## src/rtl/seq_tx.sv

```systemverilog
// Serial frame transmitter: 1,0,0,1 preamble followed by DATA_W payload bits, MSB first.
// Optional even-parity trailer bit when SEQ_TX_PARITY_EN is defined.
module seq_tx #(
    parameter int DATA_W = 8
) (
    input  logic              clock,
    input  logic              reset,
    input  logic              load,
    input  logic [DATA_W-1:0] data,
    output logic              ready,
    output logic              x,
    output logic              busy,
    output logic              done
);

    // The counter must reach both DATA_W-1 and the last preamble index (3).
    localparam int CNT_W = ($clog2(DATA_W) < 2) ? 2 : $clog2(DATA_W);
    localparam logic [CNT_W-1:0] SYNC_LAST = CNT_W'(3);
    localparam logic [CNT_W-1:0] DATA_LAST = CNT_W'(DATA_W - 1);
`ifndef SEQ_TX_PARITY_EN
    localparam logic [CNT_W-1:0] DATA_PENULT = CNT_W'(DATA_W - 2);
`endif

`ifdef SEQ_TX_PARITY_EN
    typedef enum logic [1:0] {IDLE, SYNC, DATA, PAR} state_t;
`else
    typedef enum logic [1:0] {IDLE, SYNC, DATA} state_t;
`endif

    state_t            state;
    logic [CNT_W-1:0]  cnt;
    logic [DATA_W-1:0] shreg;
`ifdef SEQ_TX_PARITY_EN
    logic              par_q;
`endif

    // ready is registered high exactly in IDLE and in the final bit of a frame.
    logic accept;
    assign accept = load && ready;

    // NOTE: all state is updated with non-blocking assignments so every register
    // samples the pre-edge values of the others, independent of statement order.
    always_ff @(posedge clock) begin
        if (reset) begin
            state <= IDLE;
            cnt   <= '0;
            shreg <= '0;
            x     <= 1'b0;
            busy  <= 1'b0;
            done  <= 1'b0;
            ready <= 1'b1;
`ifdef SEQ_TX_PARITY_EN
            par_q <= 1'b0;
`endif
        end else if (accept) begin
            state <= SYNC;
            cnt   <= '0;
            shreg <= data;
            x     <= 1'b1;
            busy  <= 1'b1;
            done  <= 1'b0;
            ready <= 1'b0;
`ifdef SEQ_TX_PARITY_EN
            par_q <= ^data;
`endif
        end else begin
            case (state)
                SYNC: begin
                    if (cnt == SYNC_LAST) begin
                        state <= DATA;
                        cnt   <= '0;
                        x     <= shreg[DATA_W-1];
                        shreg <= {shreg[DATA_W-2:0], 1'b0};
                    end else begin
                        cnt <= cnt + CNT_W'(1);
                        // Preamble after its leading 1 is 0,0,1: only the step from index 2 emits a 1.
                        x   <= (cnt == CNT_W'(2));
                    end
                end
                DATA: begin
                    if (cnt == DATA_LAST) begin
`ifdef SEQ_TX_PARITY_EN
                        state <= PAR;
                        cnt   <= '0;
                        x     <= par_q;
                        done  <= 1'b1;
                        ready <= 1'b1;
`else
                        state <= IDLE;
                        cnt   <= '0;
                        x     <= 1'b0;
                        busy  <= 1'b0;
                        done  <= 1'b0;
                        ready <= 1'b1;
`endif
                    end else begin
                        cnt   <= cnt + CNT_W'(1);
                        x     <= shreg[DATA_W-1];
                        shreg <= {shreg[DATA_W-2:0], 1'b0};
`ifndef SEQ_TX_PARITY_EN
                        if (cnt == DATA_PENULT) begin
                            done  <= 1'b1;
                            ready <= 1'b1;
                        end
`endif
                    end
                end
`ifdef SEQ_TX_PARITY_EN
                PAR: begin
                    state <= IDLE;
                    cnt   <= '0;
                    x     <= 1'b0;
                    busy  <= 1'b0;
                    done  <= 1'b0;
                    ready <= 1'b1;
                end
`endif
                default: begin
                end
            endcase
        end
    end

endmodule

```

## config.mk

```make
export PLATFORM = sky130hd
export DESIGN_NAME = seq_tx
export DESIGN_NICKNAME = d
export VERILOG_FILES = /design/src/rtl/seq_tx.sv
export SDC_FILE = /design/constraint.sdc
export NUM_CORES = 1
export LEC_CHECK = 0
export CAP_MARGIN = 20
export CORE_MARGIN = 2
export CORE_UTILIZATION = 52
export DETAILED_ROUTE_END_ITERATION = 8
export GPL_TIMING_DRIVEN = 0
export PLACE_DENSITY = 0.74
export SYNTH_ARGS = -nofsm -noshare
export SYNTH_HDL_FRONTEND = slang
export SYNTH_SLANG_ARGS = --single-unit
```

## constraint.sdc

```tcl
create_clock -name clock -period 2.2 [get_ports clock]
set_clock_uncertainty 0.15 [all_clocks]
set_input_delay 0.44 -clock clock [delete_from_list [all_inputs] [get_ports clock]]
set_output_delay 0.44 -clock clock [all_outputs]
set_load 0.01 [all_outputs]
```

==> metrics.cfg, run 1 <==
[clock_tree]
cts_resized = 0
cts.htree.levels = 1
cts_setup_buffers = 0
cts_tree = done
numCtsBuffers = 3
clk_path_buf_depth = 2
clock_latency_ns = 0.30
cts-root-buf = clkbuf_4
cts_hold_buffers = 0
cts_sinks = 17
path_clk_slew_ns = 0.11

[routing]
drtPass1Iterations = 4
ant_nets = 0
drt-wirelength-per-cell_um = 13.4
drc = 0
vias = 811
wl_mm = 1.94
via_per_inst = 5.59
drt_iter0_drc = 9

[logic_synthesis]
yosysUniqueCellTypes = 29
synth_compound_area_share_pct = 30.1
synth_area_um2 = 980
synth_edf_count = 0
synth_top_family_by_area = compound AO/OA/AOI/OAI gates
synth.avg_cell_area_um2 = 9.51
yosysSeqAreaShare_pct = 34.7
async_flop_share_pct = 0
synthXorXnorAreaFrac_pct = 0
ys_seq_elements = 17
synthAdderAreaFrac_pct = 10.2
syn_nets = 122
yosys_warnings = 0
synthSimpleGateAreaFrac_pct = 10.9
netlist_instances = 103
synthFlopType = dfxtp_1
synthMuxAreaShare_pct = 8.56

[hold_path]
worstHoldStart = reset
min_to = state[0]
hold_class = in2reg
holdPathStages = 2

[sta]
worstMarginPinSlew_ns = 0.513
finalSetupViolCount = 0
rsz0062_at_grt = no
fin_crit_ns = 2.00
slew_headroom_pct = 65.1
finalHoldViolCount = 0
setup-tns-final_ns = 0
max_freq_mhz = 500
drv_slew = 0
period_share_pct = 90.9
holdWs_ns = 0.318

[die]
die_y_um = 47.4
start_util_pct = 56.1
core_area_mm2 = 0.00175
io_pins = 15
die_w_um = 47.4
row_count = 15
dieArea_mm2 = 0.00225

[grt]
grt_pass1_wl_mm = 3.28
grt_max_degree = 11
grt.total_usage_pct = 21.5
first_global_vias = 715
overflow = 0
antenna_found_initial = 0

[worst_setup_path]
ff2ff_path_depth = 5
ff2ff_setup_slack_ns = 0.20
crit_arrival_ns = 2.09
crit_type = reg2reg
end_kind = register
cp-start-kind = register
cp.required_ns = 2.29
r2r-end = shreg[1]
r2r_start = cnt[2]
cp_max_fo = 9

[layout]
antennaDiodeCount = 0
mostFrequentLayoutCells = dfxtp_1, clkdlybuf4s50_1, inv_1, ha_1
layout_commonest_cell = dfxtp_1
area_growth_pct = 19.2
drive_above_1_share_pct = 13.3
num-nets-final = 140
final_core_util_pct = 66.9

[place]
portBuffers = 13
dpl.hpwl_mm = 1.37
place.gp.congestion = 0.808

[job]
drv_cap = 0

[power]
p_clk_share_pct = 29.4
powerDensity_mw_per_mm2 = 528
comb_power_share_pct = 16.5
intPower_mw = 0.447
p_leak_nw = 0.451
power_switching_mw = 0.170
peakVddDrop_v = 0.000338
swShare_pct = 27.5
seq_power_share_pct = 54.2

[status]
status = finished, final reports clean

-- power groups by stage --
stage | sequential, mW | combinational (mW) | clock (mW)
after detailed placement | 0.341 | 0.102 | 0
final | 0.334 | 0.102 | 0.181
after CTS | 0.334 | 0.102 | 0.181
after floorplan | 0.341 | 0.0619 | 0
after global placement | 0.340 | 0.0999 | 0
after global routing | 0.337 | 0.113 | 0.189
-- cell type report --
class / instances / area (µm²)
well taps: 25 / 31.3
flip-flops and latches: 17 / 340
multi-input cells: 73 / 586
plain buffers: 5 / 23.8
inverters: 8 / 30.0
clock buffers: 4 / 26.3
repair buffers: 13 / 130
fillers: 150 / 578
-- routing by layer --
layer	GRT usage [%]	wire (µm)	part of all wire, %
met5	0	0	0
met2	29.2	792	41
met3	3.46	105	5.4
met1	32.0	996	51
met4	11.7	49	2.5
-- cells in the mapped netlist (2+ instances only) --
library cell | count | area share, %
dfxtp_1 | 17 | 35
ha_1 | 8 | 10
inv_1 | 8 | 3.1
mux2i_1 | 7 | 7.2
nand2_1 | 7 | 2.7
a21oi_1 | 6 | 3.1
o2111ai_1 | 6 | 5.4
o21ai_0 | 6 | 3.1
o31ai_2 | 6 | 7.7
buf_2 | 4 | 2.0
nor2_1 | 4 | 1.5
nor2b_1 | 4 | 2.6
a211oi_1 | 2 | 1.5
a31oi_1 | 2 | 1.3
and2_1 | 2 | 1.3
-- how the worst max path moves through the flow --
stage | from | to | cells after the start
CTS | cnt[1] | shreg[1] | 6
finish | cnt[2] | shreg[1] | 5
global placement | cnt[1] | shreg[1] | 6
floorplan | cnt[0] | shreg[2] | 6
global route | cnt[2] | shreg[1] | 5
detailed placement | load | shreg[7] | 5
-- stage by stage --
stage	std cells	instance area [µm²]	setup slack, ns	power, mW
after global placement	141	1140	0.244	0.440
final	145	1170	0.201	0.616
after detailed placement	141	1140	0.220	0.442
after floorplan	103	980	0.451	0.403
after CTS	145	1170	0.223	0.617
after global routing	145	1170	0.0403	0.638
-- cells by family (layout without fill, tap and decap cells) --
| family | after synthesis | after routing |
|---|---|---|
| compound gates | 36 | 36 |
| simple gates | 21 | 21 |
| flops | 17 | 17 |
| buf+inv | 13 | 30 |
| fa+ha+maj | 8 | 8 |
| mux | 8 | 8 |
-- state kept, by name, indices dropped and copies added (netlist names) --
signal and flops:
shreg 8, cnt 3, state 2, busy 1
done 1, ready 1, x 1
-- worst max-delay path, stage by stage, from the launching register on --
cell     delay [ns]
dfxtp_1        0.50
inv_1          0.11
ha_1           0.27
mux2i_2        0.45
o21a_4         0.27
mux2i_1        0.20
Note: power is estimated with default switching activity, not from simulation.
==> run 2: changes to the inputs <==
Settings changed: CORE_UTILIZATION 52 to 56, PLACE_DENSITY 0.74 to 0.79.
Clock period 2.2 ns to 2.5 ns, I/O delays scaled along.
==> metrics.cfg, run 2 (synthesis gave the netlist of run 1 again) <==
[sta]
worstMarginPinSlew_ns = 0.516  ; +0.00334 ns
finalSetupViolCount = 0  ; unchanged
slew_headroom_pct = 64.9  ; -0.23 points
setup-tns-final_ns = 0  ; unchanged
fin_crit_ns = 2.03  ; +0.0275 ns
finalHoldViolCount = 0  ; unchanged
period_share_pct = 81.1  ; -9.8 points
holdWs_ns = 0.358  ; +0.0399 ns
rsz0062_at_grt = no
drv_slew = 0  ; unchanged
max_freq_mhz = 493  ; -1.4%

[die]
die_y_um = 45.8  ; -3.3%
core_area_mm2 = 0.00169  ; -3.2%
row_count = 15  ; unchanged
dieArea_mm2 = 0.00210  ; -6.6%
die_w_um = 45.8  ; -3.3%
start_util_pct = 58.0  ; +1.9 points
io_pins = 15  ; unchanged

[routing]
drt-wirelength-per-cell_um = 14.5  ; +8.4%
wl_mm = 1.99  ; +2.4%
drt_iter0_drc = 23  ; +14
drtPass1Iterations = 4  ; unchanged
drc = 0  ; unchanged
via_per_inst = 6.01  ; +7.5%
vias = 824  ; +1.6%
ant_nets = 0  ; unchanged

[power]
p_leak_nw = 0.453  ; +0.61%
p_clk_share_pct = 27.7  ; -1.7 points
powerDensity_mw_per_mm2 = 458  ; -13%
swShare_pct = 26.5  ; -1.0 points
peakVddDrop_v = 0.000386  ; +14%
intPower_mw = 0.390  ; -13%
comb_power_share_pct = 16.9  ; +0.4 points
power_switching_mw = 0.141  ; -17%
seq_power_share_pct = 55.3  ; +1.1 points

[layout]
antennaDiodeCount = 0  ; unchanged
mostFrequentLayoutCells = dfxtp_1, clkdlybuf4s50_1, inv_1, ha_1
largest_reg_flops = 8  ; unchanged
area_growth_pct = 18.3
drive_above_1_share_pct = 14.2  ; +0.83 points
num-nets-final = 140  ; unchanged
top_regs = shreg x8, cnt x3, state x2
largest_register = shreg
layout_commonest_cell = dfxtp_1

[clock_tree]
cts_tree = done
path_clk_slew_ns = 0.10  ; about the same
clk_path_buf_depth = 2  ; unchanged
cts_sinks = 17  ; unchanged
numCtsBuffers = 3  ; unchanged
cts_resized = 0  ; unchanged
cts-root-buf = clkbuf_4
cts_hold_buffers = 0  ; unchanged
cts_setup_buffers = 0  ; unchanged
clock_latency_ns = 0.29  ; about the same
cts.htree.levels = 1  ; unchanged

[grt]
grt_pass1_wl_mm = 3.48  ; +6.1%
grt.total_usage_pct = 22.9  ; +1.3 points
first_global_vias = 825  ; +15%
grt_max_degree = 11  ; unchanged
overflow = 0  ; unchanged
antenna_found_initial = 0  ; unchanged

[worst_setup_path]
cp.required_ns = 2.57  ; +0.28 ns
cp-start-kind = register
crit_type = reg2reg
end_kind = register
crit_arrival_ns = 2.10  ; about the same
cp_max_fo = 9  ; unchanged

[place]
portBuffers = 13  ; unchanged
dpl.hpwl_mm = 1.50  ; +9.1%
place.gp.congestion = 0.808  ; about the same

[hold_path]
hold_class = reg2reg

[job]
drv_cap = 0  ; unchanged

[status]
status = finished, final reports clean

==> run 2: path summary, 6_finish.rpt <==
path / cells after the start / end / startpoint / slack (ns)
max: 5 / shreg[1] / cnt[1] / 0.47
min: 2 / shreg[1] / shreg[1] / 0.36
max reg2reg: 5 / shreg[1] / cnt[1] / 0.47
min reg2reg: 2 / shreg[1] / shreg[1] / 0.36
==> run 2: stage by stage <==
step           util [%]  total power [mW]  worst slack, ns  area [µm²]  instances
6_report           68.6             0.531            0.474        1160        137
5_1_grt            68.6             0.558            0.353        1160        137
4_1_cts            68.6             0.538            0.468        1160        137
3_5_place_dp       67.0             0.390            0.478        1130        133
3_3_place_gp       67.0             0.387            0.490        1130        133
2_1_floorplan         -             0.355            0.751         980        103
==> run 2: power groups by stage <==
stage	Combinational (mW)	Clock [mW]	Sequential (mW)
floorplan	0.0545	0	0.300
global placement	0.0878	0	0.300
detailed placement	0.0902	0	0.300
CTS	0.0907	0.153	0.294
global route	0.0996	0.162	0.296
finish	0.0899	0.147	0.294
==> run 2: area by class of cell <==
cell class                 instances  area (µm²)
buffer                             5        23.8
clock buffer                       3        22.5
clock inverter                     1        5.00
fill                             152         531
inverter                           8        30.0
multi-input combinational         73         586
sequential                        17         340
tap                               17        21.3
timing repair buffer              13         130
==> run 2: routing by layer <==
layer  global-route usage [%]  up-vias  share of wire (%)
met3                     2.78        4                2.4
li1                         -      414                  -
met4                     8.57        0                1.1
met5                        0        -                  0
met2                     39.7       14                 51
met1                     28.6      392                 46
==> run 2: worst max-delay path: stages, from the launching register on <==
cell and delay (ns):
dfxtp_1 0.36, ha_1 0.25, ha_1 0.26, mux2i_2 0.45
o21a_4 0.27, mux2i_1 0.22
==> run 3: changes to the inputs <==
Settings changed: CORE_UTILIZATION 56 to 52, PLACE_DENSITY 0.79 to 0.74.
Clock period 2.5 ns to 1.9 ns, I/O delays scaled along.
==> metrics.cfg, run 3 (synthesis gave the netlist of run 1 again) <==
[status]
status = finished, final reports clean

[layout]
layout_commonest_cell = dfxtp_1
fill_cells = 147  ; -3.3%
largest_reg_flops = 8  ; unchanged
drive_above_1_share_pct = 17.5  ; +3.3 points
num-nets-final = 140  ; unchanged
top_regs = shreg x8, cnt x3, state x2
area_growth_pct = 21.2
seqCellArea_um2 = 342  ; +0.37%
final_core_util_pct = 68.0  ; -0.56 points
largest_register = shreg
stdcell_area_mm2 = 0.00119  ; +2.5%
mostFrequentLayoutCells = dfxtp_1, clkdlybuf4s50_1, inv_1
multiInputGateArea_um2 = 601  ; +2.6%
antennaDiodeCount = 0  ; unchanged

[clock_tree]
path_clk_slew_ns = 0.10  ; about the same
numCtsBuffers = 3  ; unchanged
cts-root-buf = clkbuf_4
cts.htree.levels = 1  ; unchanged
clk_path_buf_depth = 2  ; unchanged
cts_hold_buffers = 0  ; unchanged
cts_tree = done
cts_sinks = 17  ; unchanged
clock_latency_ns = 0.30  ; about the same

[grt]
grt_max_degree = 11  ; unchanged
antenna_found_initial = 0  ; unchanged
first_global_vias = 731  ; -11%
grt_pass1_wl_mm = 3.31  ; -4.9%
overflow = 0  ; unchanged
grt.total_usage_pct = 21.8  ; -1.1 points

[worst_setup_path]
r2r-end = shreg[3]
crit_arrival_ns = 1.86  ; -0.24 ns
cp-start-kind = register
ff2ff_path_depth = 6  ; +1
cp.required_ns = 1.95  ; -0.62 ns
r2r_start = cnt[1]
crit_type = reg2reg
ff2ff_setup_slack_ns = 0.09  ; -0.39 ns
cp_max_fo = 7  ; -2
end_kind = register

[routing]
drt-wirelength-per-cell_um = 14.3  ; -1.7%
drc = 0  ; unchanged
drtPass1Iterations = 4  ; unchanged
wl_mm = 2.07  ; +4.0%
drt_iter0_drc = 17  ; -26%
via_per_inst = 5.74  ; -4.5%
ant_nets = 0  ; unchanged
vias = 833  ; +1.1%

[hold_path]
hold_class = in2reg
holdPathStages = 2  ; unchanged
worstHoldStart = reset
min_to = state[0]

[power]
p_leak_nw = 0.452  ; -0.37%
peakVddDrop_v = 0.000391  ; +1.2%
powerDensity_mw_per_mm2 = 601  ; +31%

[sta]
slew_headroom_pct = 76.8  ; +12 points
finalSetupViolCount = 0  ; unchanged
finalHoldViolCount = 0  ; unchanged
max_freq_mhz = 552  ; +12%
drv_slew = 0  ; unchanged
holdWs_ns = 0.268  ; -0.0899 ns
worstMarginPinSlew_ns = 0.348  ; -0.168 ns
fin_crit_ns = 1.81  ; -0.214 ns
period_share_pct = 95.4  ; +14 points

[die]
io_pins = 15  ; unchanged
die_w_um = 47.4  ; +3.4%
die_y_um = 47.4  ; +3.4%
start_util_pct = 56.1  ; -1.9 points
dieArea_mm2 = 0.00225  ; +7.0%
row_count = 15  ; unchanged
core_area_mm2 = 0.00175  ; +3.3%

[place]
dpl.hpwl_mm = 1.37  ; -8.3%
place.gp.congestion = 0.808  ; about the same
portBuffers = 13  ; unchanged
placed_area_mm2 = 0.00114  ; +0.88%

[job]
drv_cap = 0  ; unchanged

-- run 3: changes by cell type in the layout (fill, tap and decap cells not counted), sizes merged --
cell	previous run	this run
clkinv	1	0
buf	4	5
-- run 3: final cells by class --
type | count | area share [%]
Multi-Input combinational cell | 73 | 50.6
Sequential cell | 17 | 28.8
Timing Repair Buffer | 14 | 11.6
Tap cell | 25 | 2.63
Inverter | 8 | 2.53
Clock buffer | 4 | 2.21
Buffer | 4 | 1.69
-- run 3: power by group --
group / total [mW] / internal, mW / switching [mW]
sequential: 0.388 / 0.374 / 0.0137
clock: 0.206 / 0.0820 / 0.124
combinational: 0.119 / 0.0622 / 0.0572
total: 0.714 / 0.518 / 0.195
-- run 3: worst max-delay path: stages (launching register included) --
cell	delay (ns)
dfxtp_1	0.45
ha_2	0.28
ha_2	0.25
mux2i_4	0.12
buf_4	0.17
o2111ai_1	0.20
o31ai_2	0.09
-- run 3: how the worst max path moves through the flow --
stage / slack, ns / startpoint / end / cells past startpoint
final: 0.09 / cnt[1] / shreg[3] / 6
after global routing: -0.0002 / cnt[1] / shreg[3] / 6
after CTS: 0.05 / cnt[1] / shreg[1] / 5
after detailed placement: -0.06 / cnt[1] / shreg[1] / 6
after global placement: -0.06 / cnt[1] / shreg[1] / 6
after floorplan: 0.15 / cnt[0] / shreg[2] / 6
-- run 3: through the flow --
step | total power, mW | setup TNS, ns | std cells | worst slack, ns
2_1_floorplan | 0.466 | 0 | 103 | 0.151
3_3_place_gp | 0.510 | -0.104 | 141 | -0.0561
3_5_place_dp | 0.512 | -0.0919 | 141 | -0.0612
4_1_cts | 0.716 | 0 | 144 | 0.0490
5_1_grt | 0.742 | -0.000193 | 145 | -0.000193
6_report | 0.714 | 0 | 145 | 0.0871
-- run 3: per-layer routing --
| metal | vias to the layer above | part of all wire, % | GRT usage, % |
|---|---|---|---|
| met5 | - | 0 | 0 |
| met2 | 19 | 43 | 29.5 |
| li1 | 418 | - | - |
| met1 | 389 | 51 | 31.9 |
| met3 | 7 | 3.2 | 3.46 |
| met4 | 0 | 3.1 | 12.8 |
-- run 3: repair_timing --
action,4_1_cts,5_1_grt
gates resized for setup,1,4
buffers inserted,0,1
pin swaps,0,0
setup endpoints to repair,7,8
